--- src/rtl/id_ex_stage.sv ---
// ID/EX pipeline register with EX/MEM and MEM/WB operand forwarding and a load-use hazard stall.
// Bubbles are injected on reset, flush, hazard or an invalid ID slot.
module id_ex_stage #(
  parameter logic [4:0] BUBBLE_OP = 5'd0
) (
  input  logic        clk,
  input  logic        rst,
  input  logic        id_valid_i,
  input  logic [31:0] id_pc_i,
  input  logic [4:0]  id_rs1_i,
  input  logic [4:0]  id_rs2_i,
  input  logic        id_use_rs1_i,
  input  logic        id_use_rs2_i,
  input  logic [31:0] id_rs1_data_i,
  input  logic [31:0] id_rs2_data_i,
  input  logic [31:0] id_imm_i,
  input  logic [4:0]  id_alu_op_i,
  input  logic        id_src_a_sel_i,
  input  logic        id_src_b_sel_i,
  input  logic [4:0]  id_rd_i,
  input  logic        id_reg_we_i,
  input  logic        id_mem_re_i,
  input  logic        id_mem_we_i,
  input  logic        flush_i,
  input  logic [4:0]  mem_rd_i,
  input  logic        mem_reg_we_i,
  input  logic [31:0] mem_fwd_data_i,
  input  logic [4:0]  wb_rd_i,
  input  logic        wb_reg_we_i,
  input  logic [31:0] wb_data_i,
  output logic        ex_valid_o,
  output logic [31:0] ex_pc_o,
  output logic [31:0] ex_imm_o,
  output logic [31:0] ex_a_o,
  output logic [31:0] ex_b_o,
  output logic [31:0] ex_store_data_o,
  output logic [4:0]  ex_alu_op_o,
  output logic [4:0]  ex_rd_o,
  output logic        ex_reg_we_o,
  output logic        ex_mem_re_o,
  output logic        ex_mem_we_o,
  output logic        stall_o
);

  logic        r_valid;
  logic [31:0] r_pc;
  logic [31:0] r_imm;
  logic [4:0]  r_rs1;
  logic [4:0]  r_rs2;
  logic        r_use_rs1;
  logic        r_use_rs2;
  logic [31:0] r_rs1_data;
  logic [31:0] r_rs2_data;
  logic [4:0]  r_alu_op;
  logic        r_src_a_sel;
  logic        r_src_b_sel;
  logic [4:0]  r_rd;
  logic        r_reg_we;
  logic        r_mem_re;
  logic        r_mem_we;

  logic        w_haz;
  logic        w_bubble;
  logic        w_wt_rs1;
  logic        w_wt_rs2;
  logic [31:0] w_fwd_rs1;
  logic [31:0] w_fwd_rs2;

  assign w_haz = r_valid && r_mem_re && (r_rd != '0) && id_valid_i &&
                 ((id_use_rs1_i && (id_rs1_i == r_rd)) ||
                  (id_use_rs2_i && (id_rs2_i == r_rd)));

  assign stall_o  = w_haz && !flush_i;
  assign w_bubble = rst || flush_i || w_haz || !id_valid_i;

  // The WB write lands in the register file on the same edge, so capture it here instead.
  assign w_wt_rs1 = id_use_rs1_i && wb_reg_we_i && (wb_rd_i != '0) && (wb_rd_i == id_rs1_i);
  assign w_wt_rs2 = id_use_rs2_i && wb_reg_we_i && (wb_rd_i != '0) && (wb_rd_i == id_rs2_i);

  always_ff @(posedge clk) begin
    if (w_bubble) begin
      r_valid     <= 1'b0;
      r_pc        <= '0;
      r_imm       <= '0;
      r_rs1       <= '0;
      r_rs2       <= '0;
      r_use_rs1   <= 1'b0;
      r_use_rs2   <= 1'b0;
      r_rs1_data  <= '0;
      r_rs2_data  <= '0;
      r_alu_op    <= BUBBLE_OP;
      r_src_a_sel <= 1'b0;
      r_src_b_sel <= 1'b0;
      r_rd        <= '0;
      r_reg_we    <= 1'b0;
      r_mem_re    <= 1'b0;
      r_mem_we    <= 1'b0;
    end else begin
      r_valid     <= 1'b1;
      r_pc        <= id_pc_i;
      r_imm       <= id_imm_i;
      r_rs1       <= id_rs1_i;
      r_rs2       <= id_rs2_i;
      r_use_rs1   <= id_use_rs1_i;
      r_use_rs2   <= id_use_rs2_i;
      r_rs1_data  <= w_wt_rs1 ? wb_data_i : id_rs1_data_i;
      r_rs2_data  <= w_wt_rs2 ? wb_data_i : id_rs2_data_i;
      r_alu_op    <= id_alu_op_i;
      r_src_a_sel <= id_src_a_sel_i;
      r_src_b_sel <= id_src_b_sel_i;
      r_rd        <= id_rd_i;
      r_reg_we    <= id_reg_we_i;
      r_mem_re    <= id_mem_re_i;
      r_mem_we    <= id_mem_we_i;
    end
  end

  // EX/MEM beats MEM/WB; x0 and unused sources fall through to the latched value.
  always_comb begin
    w_fwd_rs1 = r_rs1_data;
    if (r_use_rs1 && (r_rs1 != '0)) begin
      if (mem_reg_we_i && (mem_rd_i == r_rs1))
        w_fwd_rs1 = mem_fwd_data_i;
      else if (wb_reg_we_i && (wb_rd_i == r_rs1))
        w_fwd_rs1 = wb_data_i;
    end
  end

  always_comb begin
    w_fwd_rs2 = r_rs2_data;
    if (r_use_rs2 && (r_rs2 != '0)) begin
      if (mem_reg_we_i && (mem_rd_i == r_rs2))
        w_fwd_rs2 = mem_fwd_data_i;
      else if (wb_reg_we_i && (wb_rd_i == r_rs2))
        w_fwd_rs2 = wb_data_i;
    end
  end

  assign ex_valid_o      = r_valid;
  assign ex_pc_o         = r_pc;
  assign ex_imm_o        = r_imm;
  assign ex_a_o          = r_src_a_sel ? r_pc : w_fwd_rs1;
  assign ex_b_o          = r_src_b_sel ? r_imm : w_fwd_rs2;
  assign ex_store_data_o = w_fwd_rs2;
  assign ex_alu_op_o     = r_valid ? r_alu_op : BUBBLE_OP;
  assign ex_rd_o         = r_rd;
  assign ex_reg_we_o     = r_valid && r_reg_we;
  assign ex_mem_re_o     = r_valid && r_mem_re;
  assign ex_mem_we_o     = r_valid && r_mem_we;

endmodule

--- config.mk ---
export PLATFORM = sky130hd
export DESIGN_NAME = id_ex_stage
export DESIGN_NICKNAME = d
export VERILOG_FILES = /design/src/rtl/id_ex_stage.sv
export SDC_FILE = /design/constraint.sdc
export NUM_CORES = 1
export LEC_CHECK = 0
export CAP_MARGIN = 20
export CORE_AREA = 3 3 157 159
export DETAILED_ROUTE_END_ITERATION = 7
export DIE_AREA = 0 0 160 162
export PLACE_DENSITY = 0.73
export SLEW_MARGIN = 20
export SYNTH_ARGS = -nofsm -noshare
export SYNTH_HDL_FRONTEND = slang
export SYNTH_SLANG_ARGS = --single-unit
--- constraint.sdc ---
create_clock -name clk -period 5.5 [get_ports clk]
set_input_delay 1.1 -clock clk [delete_from_list [all_inputs] [get_ports clk]]
set_output_delay 1.1 -clock clk [all_outputs]
set_load 0.02 [all_outputs]
==> impl_metrics.json <==
{
  "status": "complete, no violations",
  "synth_warnings": 0,
  "grt_first_pass_wirelength_um": 54100,
  "ys_top_cells_by_count": "dfxtp_1, mux2i_1, nor2_1",
  "fin_crit_sh_pct": 95.0,
  "drc_errors": 0,
  "crit_type": "input pin to output port",
  "synth.most_common_cell": "dfxtp_1",
  "cts_root_buffer": "clkbuf_16",
  "drv_slew": 0,
  "design.core.area_um2": 23400,
  "min_path_type": "register to register",
  "startpoint_type": "input pin",
  "portBuffers": 409,
  "synth_flop_cell": "dfxtp_1",
  "cts_setup_buffers": 0,
  "arrival_ns": 4.12,
  "antenna_found_initial": 2,
  "critPathSlowestCell": "clkdlybuf4s50_1",
  "vias": 8868,
  "cts_num_sinks": 156,
  "slew_headroom_pct": 38.4,
  "syn_area_per_cell_um2": 8.83,
  "clkLatencyLatePin_ns": 0.42,
  "final.setup.worst_slack_ns": 0.276,
  "clock.fmax_mhz": 191,
  "stdcell_count": 1667,
  "start_util_pct": 36.7,
  "fill_cells": 2142,
  "skew_ns": 0.00772,
  "peakVddDrop_v": 0.000172,
  "drt_iter0_drc": 744,
  "worst_slew_pin_slew_ns": 0.924,
  "setup_tns_ns": 0,
  "worstSetupEndpointType": "output port",
  "max_stage_delay_ns": 0.69,
  "die_w_um": 160,
  "ant_nets": 0,
  "finalSetupViolations": 0,
  "first_pass_iters": 5,
  "syn_nets": 1209,
  "ios": 410,
  "routedWlPerCell_um": 22.2,
  "power.total_mw": 2.98,
  "path_cells": "clkdlybuf4s50_1, xor2_1, nor4_1, and3_1, o21ai_2, o21ai_0, clkdlybuf4s50_1",
  "dieArea_um2": 25900,
  "syn_inst": 974,
  "layout-drive-gt1-share_pct": 7.73,
  "worst-r2r-cell-count": 6,
  "crit_required_ns": 4.40,
  "clk_pin_slew_ns": 0.07,
  "hold_depth": 4,
  "grt_pass1_vias": 8481,
  "p_leak_nw": 4.97,
  "netlist_area_um2": 8600,
  "dpl.cell_count": 1634,
  "grt_remaining_overflow": 0,
  "critPathMostFrequentCell": "clkdlybuf4s50_1",
  "syn_to_final_growth_pct": 57.6,
  "synth.largest_area_cell": "dfxtp_1",
  "rsz0062_at_grt": "no",
  "ys_async_sr_fraction_pct": 0,
  "core.rowCount": 56,
  "yosysSeqAreaShare_pct": 36.3,
  "synth_top_cells_by_area": "dfxtp_1, mux2i_1, and2_1, nor2_1, a2bb2oi_1",
  "grt_max_degree": 66,
  "postCtsHoldBufs": 0,
  "vias_per_cell": 5.32,
  "place_ws_ns": 0.378,
  "ctsResizeCount": 0,
  "routed_wl_um": 37000,
  "synth_top_area_share_pct": 36.3,
  "htreeDepth": 4,
  "hpwlAfterDp_um": 28000,
  "grt.total_usage_pct": 27.3,
  "crit_fanout": 17,
  "power_density_nw_per_um2": 220,
  "min_period_ns": 5.22,
  "cts_buffer_depth": 2,
  "fp.dieH_um": 162,
  "maxCapViolations": 0,
  "cts_buffers": 17,
  "synth.distinct_cells": 37,
  "hold_viol_final": 0,
  "nets": 1569,
  "synth-edff-count": 0,
  "globalplace.congestion": 0.964,
  "synth-seq-cells": 156,
  "cts_tree": "yes"
}
-- critical path, delay by kind of cell --
family / cells / cell delay, ns
compound gates: 2 / 0.78
simple gates: 2 / 0.78
buf+inv: 2 / 1.24
xor+xnor: 1 / 0.23
-- flip-flops by register name, summed over array words and instances (netlist names), 5 cells and up --
signal      flops
r_rs2           5
ex_pc_o        32
r_rs2_data     32
r_alu_op        5
ex_imm_o       32
r_rs1           5
ex_rd_o         5
r_rs1_data     32
-- per-stage QoR --
stage | cell area (µm²) | utilization [%] | hold slack (ns)
after floorplan | 8600 | - | 1.03
after global placement | 12900 | 55.2 | 1.17
after detailed placement | 12900 | 55.2 | 1.19
after CTS | 13500 | 57.9 | 1.20
after global routing | 13500 | 57.9 | 1.22
final | 13500 | 57.9 | 1.18
-- kinds of logic after synthesis --
logic type | synth area share, %
muxes | 14.8
buffers and inverters | 4.89
and+or+nand+nor | 20.6
xor gates and xnor gates | 4.07
AOI/OAI and AO/OA | 19.4
DFF | 36.3
-- report_power, final --
group          total [mW]  switching [mW]  internal (mW)
Sequential           1.19          0.0260           1.16
Combinational       0.524           0.227          0.296
Clock                1.27           0.518          0.757
-- routing by layer --
| layer | GRT usage (%) | wire [µm] | share of wire, % | up-vias |
|---|---|---|---|---|
| li1 | - | - | - | 4191 |
| met1 | 38.5 | 16700 | 45 | 4237 |
| met2 | 41.9 | 16700 | 45 | 388 |
| met3 | 5.41 | 2620 | 7.1 | 52 |
| met4 | 8.88 | 984 | 2.7 | 0 |
| met5 | 0 | 0 | 0 | - |
-- final cells by class --
class | instances | area [µm²] | area share, %
diodes | 2 | 5.00 | 0.0369
clock buffers | 20 | 467 | 3.44
clock inverters | 11 | 158 | 1.16
inverters | 1 | 3.75 | 0.0277
multi-input cells | 724 | 5100 | 37.6
flip-flops and latches | 156 | 3130 | 23.1
well taps | 319 | 399 | 2.95
repair buffers | 434 | 4290 | 31.7
-- layout by cell type (no fill, tap or decap), types with 4 or more instances in the layout --
cell,Yosys,routed
clkdlybuf4s50_1,0,407
dfxtp_1,156,154
mux2i_1,127,127
and2_1,99,99
nor2_1,100,99
a21oi_1,34,34
or3_1,33,33
nand2b_1,33,33
o31ai_1,33,33
xnor2_1,32,32
a2bb2oi_1,32,32
a31o_2,32,32
nor2b_1,33,32
a22o_1,31,31
a31oi_1,31,31
o21ai_0,30,30
buf_4,4,26
clkbuf_16,0,17
xor2_1,8,8
nand2_1,7,7
nand4_1,6,6
or4_1,4,4
-- worst paths after layout --
check / start / endpoint / slack, ns
worst min register to register: r_mem_re / ex_valid_o / 1.18
worst min-delay path: r_mem_re / ex_valid_o / 1.18
worst max-delay path: wb_rd_i[4] / ex_a_o[13] / 0.28
worst max register to register: ex_rd_o[1] / ex_pc_o[20] / 2.81
No activity file was read; power rests on OpenSTA's default activity.
